`src/rtl/uart_loader_pkg.sv`:
```
// rtl/uart_loader_pkg.sv - command bytes, FSM state type and field sizes for the UART loader
package uart_loader_pkg;

    localparam logic [7:0] CMD_INSN = 8'hA1;
    localparam logic [7:0] CMD_DATA = 8'hA2;
    localparam logic [7:0] CMD_RUN  = 8'hA5;
    localparam logic [7:0] CMD_HALT = 8'hA0;

    localparam int ADDR_BYTES = 4;

    typedef enum logic [2:0] {
        ST_IDLE,
        ST_ADDR,
        ST_LEN,
        ST_PAYLOAD,
        ST_CKSUM,
        ST_RUNWAIT
    } ld_state_t;

endpackage

```
`src/rtl/uart_loader_timeout.sv`:
```
// rtl/uart_loader_timeout.sv - reloadable down-counter with a single-cycle expiry pulse
module uart_loader_timeout #(
    parameter int W = 20
) (
    input  logic         clk,
    input  logic         reset,
    input  logic         load_i,
    input  logic [W-1:0] load_val_i,
    input  logic         en_i,
    output logic         expire_o
);

    logic [W-1:0] cnt_q, cnt_d;

    // A reload in the same cycle always wins, so a byte arriving on the last idle cycle is never lost.
    assign expire_o = en_i & ~load_i & (cnt_q == '0);

    always_comb begin
        cnt_d = cnt_q;
        if (load_i) begin
            cnt_d = load_val_i;
        end else if (en_i && cnt_q != '0) begin
            cnt_d = cnt_q - W'(1);
        end
    end

    always_ff @(posedge clk or posedge reset) begin
        if (reset) begin
            cnt_q <= '0;
        end else begin
            cnt_q <= cnt_d;
        end
    end

endmodule

```
`src/rtl/uart_loader.sv`:
```
// rtl/uart_loader.sv - framed UART command parser emitting insn/data word writes and core run control
module uart_loader
    import uart_loader_pkg::*;
#(
    parameter int RUN_DELAY      = 100,
    parameter int TIMEOUT_CYCLES = 1000000,
    parameter int LEN_W          = 16
) (
    input  logic        clk,
    input  logic        reset,
    input  logic        rx_rd,
    input  logic [7:0]  rx_data,
    output logic [31:0] insn_addr,
    output logic [31:0] insn_din,
    output logic        insn_we,
    output logic [31:0] data_addr,
    output logic [31:0] data_din,
    output logic        data_we,
    output logic        run,
    output logic        busy,
    output logic        err_cksum,
    output logic        err_timeout,
    output logic        err_cmd
);

    localparam int LEN_BYTES = LEN_W / 8;
    localparam int CNT_MAX   = (TIMEOUT_CYCLES > RUN_DELAY) ? TIMEOUT_CYCLES : RUN_DELAY;
    localparam int CNT_W     = $clog2(CNT_MAX + 1);

    ld_state_t         state_q, state_d;
    logic              rx_rd_q;
    logic              tgt_q, tgt_d;
    logic [1:0]        bcnt_q, bcnt_d;
    logic [31:0]       buf_q, buf_d;
    logic [31:0]       base_q, base_d;
    logic [LEN_W-1:0]  len_q, len_d;
    logic [LEN_W-1:0]  idx_q, idx_d;
    logic [7:0]        sum_q, sum_d;
    logic [31:0]       insn_addr_q, insn_addr_d, insn_din_q, insn_din_d;
    logic [31:0]       data_addr_q, data_addr_d, data_din_q, data_din_d;
    logic              insn_we_q, insn_we_d, data_we_q, data_we_d;
    logic              run_q, run_d;
    logic              err_cksum_q, err_cksum_d, err_timeout_q, err_timeout_d, err_cmd_q, err_cmd_d;

    logic              byte_v, in_frame, tmo_load, tmo_expire;
    logic [CNT_W-1:0]  tmo_val;
    logic [31:0]       shifted;

    assign byte_v   = rx_rd & ~rx_rd_q;
    assign in_frame = (state_q == ST_ADDR) || (state_q == ST_LEN) ||
                      (state_q == ST_PAYLOAD) || (state_q == ST_CKSUM);
    // Bytes during RUNWAIT are dropped, so they must not restart the run delay either.
    assign tmo_load = byte_v && (state_q != ST_RUNWAIT);
    assign tmo_val  = (state_q == ST_IDLE && rx_data == CMD_RUN) ? CNT_W'(RUN_DELAY - 1)
                                                                 : CNT_W'(TIMEOUT_CYCLES - 1);
    assign shifted  = {rx_data, buf_q[31:8]};

    uart_loader_timeout #(.W(CNT_W)) u_timeout (
        .clk        (clk),
        .reset      (reset),
        .load_i     (tmo_load),
        .load_val_i (tmo_val),
        .en_i       (state_q != ST_IDLE),
        .expire_o   (tmo_expire)
    );

    always_comb begin
        state_d       = state_q;
        tgt_d         = tgt_q;
        bcnt_d        = bcnt_q;
        buf_d         = buf_q;
        base_d        = base_q;
        len_d         = len_q;
        idx_d         = idx_q;
        sum_d         = sum_q;
        insn_addr_d   = insn_addr_q;
        insn_din_d    = insn_din_q;
        data_addr_d   = data_addr_q;
        data_din_d    = data_din_q;
        insn_we_d     = 1'b0;
        data_we_d     = 1'b0;
        run_d         = run_q;
        err_cksum_d   = err_cksum_q;
        err_timeout_d = err_timeout_q;
        err_cmd_d     = err_cmd_q;

        unique case (state_q)
            ST_IDLE: if (byte_v) begin
                if (rx_data == CMD_INSN || rx_data == CMD_DATA || rx_data == CMD_RUN ||
                    rx_data == CMD_HALT) begin
                    err_cksum_d   = 1'b0;
                    err_timeout_d = 1'b0;
                    err_cmd_d     = 1'b0;
                end else begin
                    err_cmd_d = 1'b1;
                end
                if (rx_data == CMD_INSN || rx_data == CMD_DATA) begin
                    tgt_d   = (rx_data == CMD_DATA);
                    run_d   = 1'b0;
                    bcnt_d  = 2'd0;
                    sum_d   = 8'd0;
                    state_d = ST_ADDR;
                end else if (rx_data == CMD_RUN) begin
                    state_d = ST_RUNWAIT;
                end else if (rx_data == CMD_HALT) begin
                    run_d = 1'b0;
                end
            end
            ST_ADDR: if (byte_v) begin
                buf_d  = shifted;
                bcnt_d = bcnt_q + 2'd1;
                if (bcnt_q == 2'(ADDR_BYTES - 1)) begin
                    base_d  = shifted;
                    bcnt_d  = 2'd0;
                    state_d = ST_LEN;
                end
            end
            ST_LEN: if (byte_v) begin
                buf_d  = shifted;
                bcnt_d = bcnt_q + 2'd1;
                if (bcnt_q == 2'(LEN_BYTES - 1)) begin
                    len_d   = shifted[31 -: LEN_W];
                    idx_d   = '0;
                    bcnt_d  = 2'd0;
                    state_d = (shifted[31 -: LEN_W] != '0) ? ST_PAYLOAD : ST_CKSUM;
                end
            end
            ST_PAYLOAD: if (byte_v) begin
                buf_d  = shifted;
                sum_d  = sum_q + rx_data;
                bcnt_d = bcnt_q + 2'd1;
                if (bcnt_q == 2'd3) begin
                    if (tgt_q) begin
                        data_we_d   = 1'b1;
                        data_addr_d = base_q;
                        data_din_d  = shifted;
                    end else begin
                        insn_we_d   = 1'b1;
                        insn_addr_d = base_q;
                        insn_din_d  = shifted;
                    end
                    base_d = base_q + 32'd4;
                    idx_d  = idx_q + LEN_W'(1);
                    if (idx_q == len_q - LEN_W'(1)) begin
                        state_d = ST_CKSUM;
                    end
                end
            end
            ST_CKSUM: if (byte_v) begin
                if (rx_data != sum_q) begin
                    err_cksum_d = 1'b1;
                end
                state_d = ST_IDLE;
            end
            ST_RUNWAIT: if (tmo_expire) begin
                run_d   = 1'b1;
                state_d = ST_IDLE;
            end
            default: state_d = ST_IDLE;
        endcase

        if (in_frame && tmo_expire) begin
            err_timeout_d = 1'b1;
            bcnt_d        = 2'd0;
            state_d       = ST_IDLE;
        end
    end

    always_ff @(posedge clk or posedge reset) begin
        if (reset) begin
            state_q       <= ST_IDLE;
            rx_rd_q       <= 1'b0;
            tgt_q         <= 1'b0;
            bcnt_q        <= 2'd0;
            buf_q         <= '0;
            base_q        <= '0;
            len_q         <= '0;
            idx_q         <= '0;
            sum_q         <= '0;
            insn_addr_q   <= '0;
            insn_din_q    <= '0;
            data_addr_q   <= '0;
            data_din_q    <= '0;
            insn_we_q     <= 1'b0;
            data_we_q     <= 1'b0;
            run_q         <= 1'b0;
            err_cksum_q   <= 1'b0;
            err_timeout_q <= 1'b0;
            err_cmd_q     <= 1'b0;
        end else begin
            state_q       <= state_d;
            rx_rd_q       <= rx_rd;
            tgt_q         <= tgt_d;
            bcnt_q        <= bcnt_d;
            buf_q         <= buf_d;
            base_q        <= base_d;
            len_q         <= len_d;
            idx_q         <= idx_d;
            sum_q         <= sum_d;
            insn_addr_q   <= insn_addr_d;
            insn_din_q    <= insn_din_d;
            data_addr_q   <= data_addr_d;
            data_din_q    <= data_din_d;
            insn_we_q     <= insn_we_d;
            data_we_q     <= data_we_d;
            run_q         <= run_d;
            err_cksum_q   <= err_cksum_d;
            err_timeout_q <= err_timeout_d;
            err_cmd_q     <= err_cmd_d;
        end
    end

    assign insn_addr   = insn_addr_q;
    assign insn_din    = insn_din_q;
    assign insn_we     = insn_we_q;
    assign data_addr   = data_addr_q;
    assign data_din    = data_din_q;
    assign data_we     = data_we_q;
    assign run         = run_q;
    assign busy        = (state_q != ST_IDLE);
    assign err_cksum   = err_cksum_q;
    assign err_timeout = err_timeout_q;
    assign err_cmd     = err_cmd_q;

endmodule

```
`config.mk`:
```
export PLATFORM = sky130hd
export DESIGN_NAME = uart_loader
export DESIGN_NICKNAME = d
export VERILOG_FILES = /design/src/rtl/uart_loader_pkg.sv /design/src/rtl/uart_loader_timeout.sv /design/src/rtl/uart_loader.sv
export SDC_FILE = /design/constraint.sdc
export NUM_CORES = 1
export LEC_CHECK = 0
export ABC_AREA = 1
export ABC_CLOCK_PERIOD_IN_PS = 14800
export CAP_MARGIN = 15
export CORE_MARGIN = 5
export CORE_UTILIZATION = 48
export CTS_BUF_LIST = sky130_fd_sc_hd__clkbuf_4 sky130_fd_sc_hd__clkbuf_8
export CTS_CLUSTER_SIZE = 28
export DETAILED_ROUTE_END_ITERATION = 16
export PLACE_DENSITY = 0.82
export SYNTH_ARGS = -nofsm -noshare
export SYNTH_HDL_FRONTEND = slang
export SYNTH_SLANG_ARGS = --single-unit
```
`constraint.sdc`:
```
create_clock -name clk -period 14.8 [get_ports clk]
set_clock_uncertainty 0.2 [all_clocks]
set_input_delay 2.22 -clock clk [delete_from_list [all_inputs] [get_ports clk]]
set_output_delay 2.22 -clock clk [all_outputs]
set_load 0.1 [all_outputs]
```
==> metrics.cfg <==
[timing]
setup_viol=0
fmax_mhz=191.7
relSlewSlack_pct=30.76
hold_viol=0
tightest_slew_ps=1035
period_share_pct=35.25
rsz0062_at_grt=false
finalSetupTns_ps=0
slew_violations=0
layout_min_cycle_time_ps=5217
hold_ws_ps=277.9

[setup_path]
endpoint_kind=output port
reg2reg_from=state_q[1]
crit_start=state_q[1]
cp.arrival_ps=2800
cp_max_fo=7
r2r_cells=9
start_kind=flip-flop
cp.required_ps=12380
reg2reg_slack_ps=11230
rr_endpoint=insn_din[22]
critical_path_class=flip-flop to output port
endpoint=busy

[global_route]
track_usage_pct=23.11
antenna_found_initial=0
grt_pass1_vias=10810
grt_max_degree=98
grt_first_pass_wirelength_um=54790
grt_overflow=0

[min_path]
min_path_type=flip-flop to flip-flop

[layout]
final_common_cell=nand2_1
area_growth_pct=20.93
nets=1667
fill_cells=2187
antenna_cells=0
drive_gt1_share_pct=8.797
final_cell_mix=nand2_1 (361), dfrtp_1 (257), inv_1 (167)

[logic_synthesis]
syn_inst=1494
syn_area_mm2=0.01236
ys_ff_latch=257
async_flop_share_pct=100.0
synth_cell_types=46
avgSynthCellArea_um2=8.273
syn-num-nets=1520
synthFlopType=dfrtp_1
ys_warn_count=0
synth_edf_count=0
yosysSeqAreaShare_pct=52.03

[route]
first_pass_iters=5
vias=10870
drtIter0Drc=908
final_antenna_net_count=0
drc=0
routed_wl_um=33270
viasPerCell=5.433
wl_per_cell_um=16.63

[place]
io_buffers=145
post-dp-hpwl_um=23370
gp_congestion=0.9391

[power]
p_clk_share_pct=24.0
internal_power_w=0.001503
powerDensity_mw_per_mm2=179.1
p_leak_nw=7.060
sw_frac_of_total_pct=43.82
p_total_w=0.002676
irDropWorstVdd_mv=0.09048
pwr-share-comb_pct=38.6
power_frac_seq_pct=37.4
power_switching_w=0.001173

[clock_tree]
post_cts_resized=0
cts_buffers=43
cts-htree-levels=2
clk_latency_ps=570
clk_pin_slew_ps=60
cts.path.max_buffers=3
clock_sink_count=257
cts_setup_buffers=0
cts_root_buffer=clkbuf_8
cts_tree=done
cts_hold_buf=0

[floorplan]
row_count=58
die_w_um=170.5
io_pins=146
die_y_um=170.5
coreArea_mm2=0.02525
start_util_pct=48.94
die-area_mm2=0.02906

[status]
status=finished, final reports clean

[flow_run]
cap_violations=0

-- worst max-delay path, cell delays in order, from the launching register on --
cell	delay [ps]
dfrtp_1	620
nor2_2	130
inv_2	120
nor2_4	60
inv_2	160
clkdlybuf4s50_1	1160
-- registers in the layout, summed over array words and instances, names as in the netlist --
signal and cells:
state_q 3, run 1, insn_we 1, data_we 1, err_cmd 1, idx_q 16, err_timeout 1, buf_q 24
len_q 16, rx_rd_q 1, base_q 32, u_timeout.cnt_q 20, tgt_q 1, err_cksum 1, bcnt_q 2, data_addr 32
insn_din 32, insn_addr 32, data_din 32, sum_q 8
-- area by class of cell --
| type | count | area, um^2 | share of cell area (%) |
|---|---|---|---|
| clock buffers | 68 | 835.8 | 5.592 |
| clock inverters | 7 | 41.29 | 0.2763 |
| inverters | 181 | 691.9 | 4.630 |
| multi-input cells | 1005 | 5017 | 33.57 |
| flip-flops and latches | 257 | 6431 | 43.03 |
| well taps | 330 | 412.9 | 2.763 |
| repair buffers | 153 | 1515 | 10.14 |
-- cell families (layout without fill, tap and decap cells) --
logic type,count (synthesis),count (layout),synth area share (%)
flip-flops,257,257,52.03
AND/OR/NAND/NOR,618,618,22.22
XOR/XNOR,27,27,1.913
AO/OA/AOI/OAI,345,345,14.84
buffers and inverters,232,409,7.410
adder cells (fa/ha/maj),15,15,1.579
-- layer usage --
layer	vias up	share of wire (%)	wire [um]	track usage (%)
li1	5181	-	-	-
met1	5186	43	14220	31.22
met2	405	45	14940	35.66
met3	99	8.7	2900	6.132
met4	0	3.6	1209	9.375
met5	-	0	0	0
-- worst min-delay path by stage --
stage	from	endpoint	depth (start not counted)
2_1_floorplan	base_q[0]	base_q[0]	2
3_3_place_gp	buf_q[19]	buf_q[11]	2
3_5_place_dp	err_timeout	err_timeout	2
4_1_cts	err_timeout	err_timeout	2
5_1_grt	err_timeout	err_timeout	2
6_report	err_timeout	err_timeout	2
-- metrics by stage --
| stage | util, % | worst slack [ps] | cells | area, um^2 |
|---|---|---|---|---|
| 6_report | 59.18 | 9583 | 2001 | 14950 |
| 5_1_grt | 59.18 | 9540 | 2001 | 14950 |
| 4_1_cts | 59.14 | 9577 | 2000 | 14930 |
| 3_5_place_dp | 55.66 | 9038 | 1925 | 14060 |
| 3_3_place_gp | 55.66 | 9161 | 1925 | 14060 |
| 2_1_floorplan | - | 5310 | 1494 | 12360 |
-- synthesized netlist by cell type (3+ instances only) --
cell	number	area share, %
clkbuf_1	27	0.82
a22o_1	4	0.28
buf_2	22	0.89
xnor2_1	6	0.43
nand2_2	7	0.35
o21ai_1	93	3.8
a21oi_1	58	2.3
nor2_2	17	0.86
o211ai_1	7	0.43
nor4_1	13	0.66
nand2_1	361	11
nor2_1	88	2.7
nand4_1	20	1.0
inv_1	168	5.1
ha_1	14	1.4
nand3_2	4	0.32
nand3_1	58	2.3
nor3_1	28	1.1
a22oi_1	5	0.30
inv_2	12	0.36
xor2_1	21	1.5
a31oi_1	3	0.15
dfrtp_1	257	52
nor2_4	5	0.46
o21ai_0	164	6.6
or2_2	3	0.15
nor3_2	4	0.32
-- power groups by stage --
stage	sequential (W)	clock, W	combinational (W)
after floorplan	0.00106	0	0.000675
after global placement	0.00100	0	0.000984
after detailed placement	0.00101	0	0.00101
after CTS	0.000998	0.000652	0.00102
after global routing	0.00102	0.000682	0.00115
final	0.00100	0.000642	0.00103
Power figures use the tool's default switching activity.
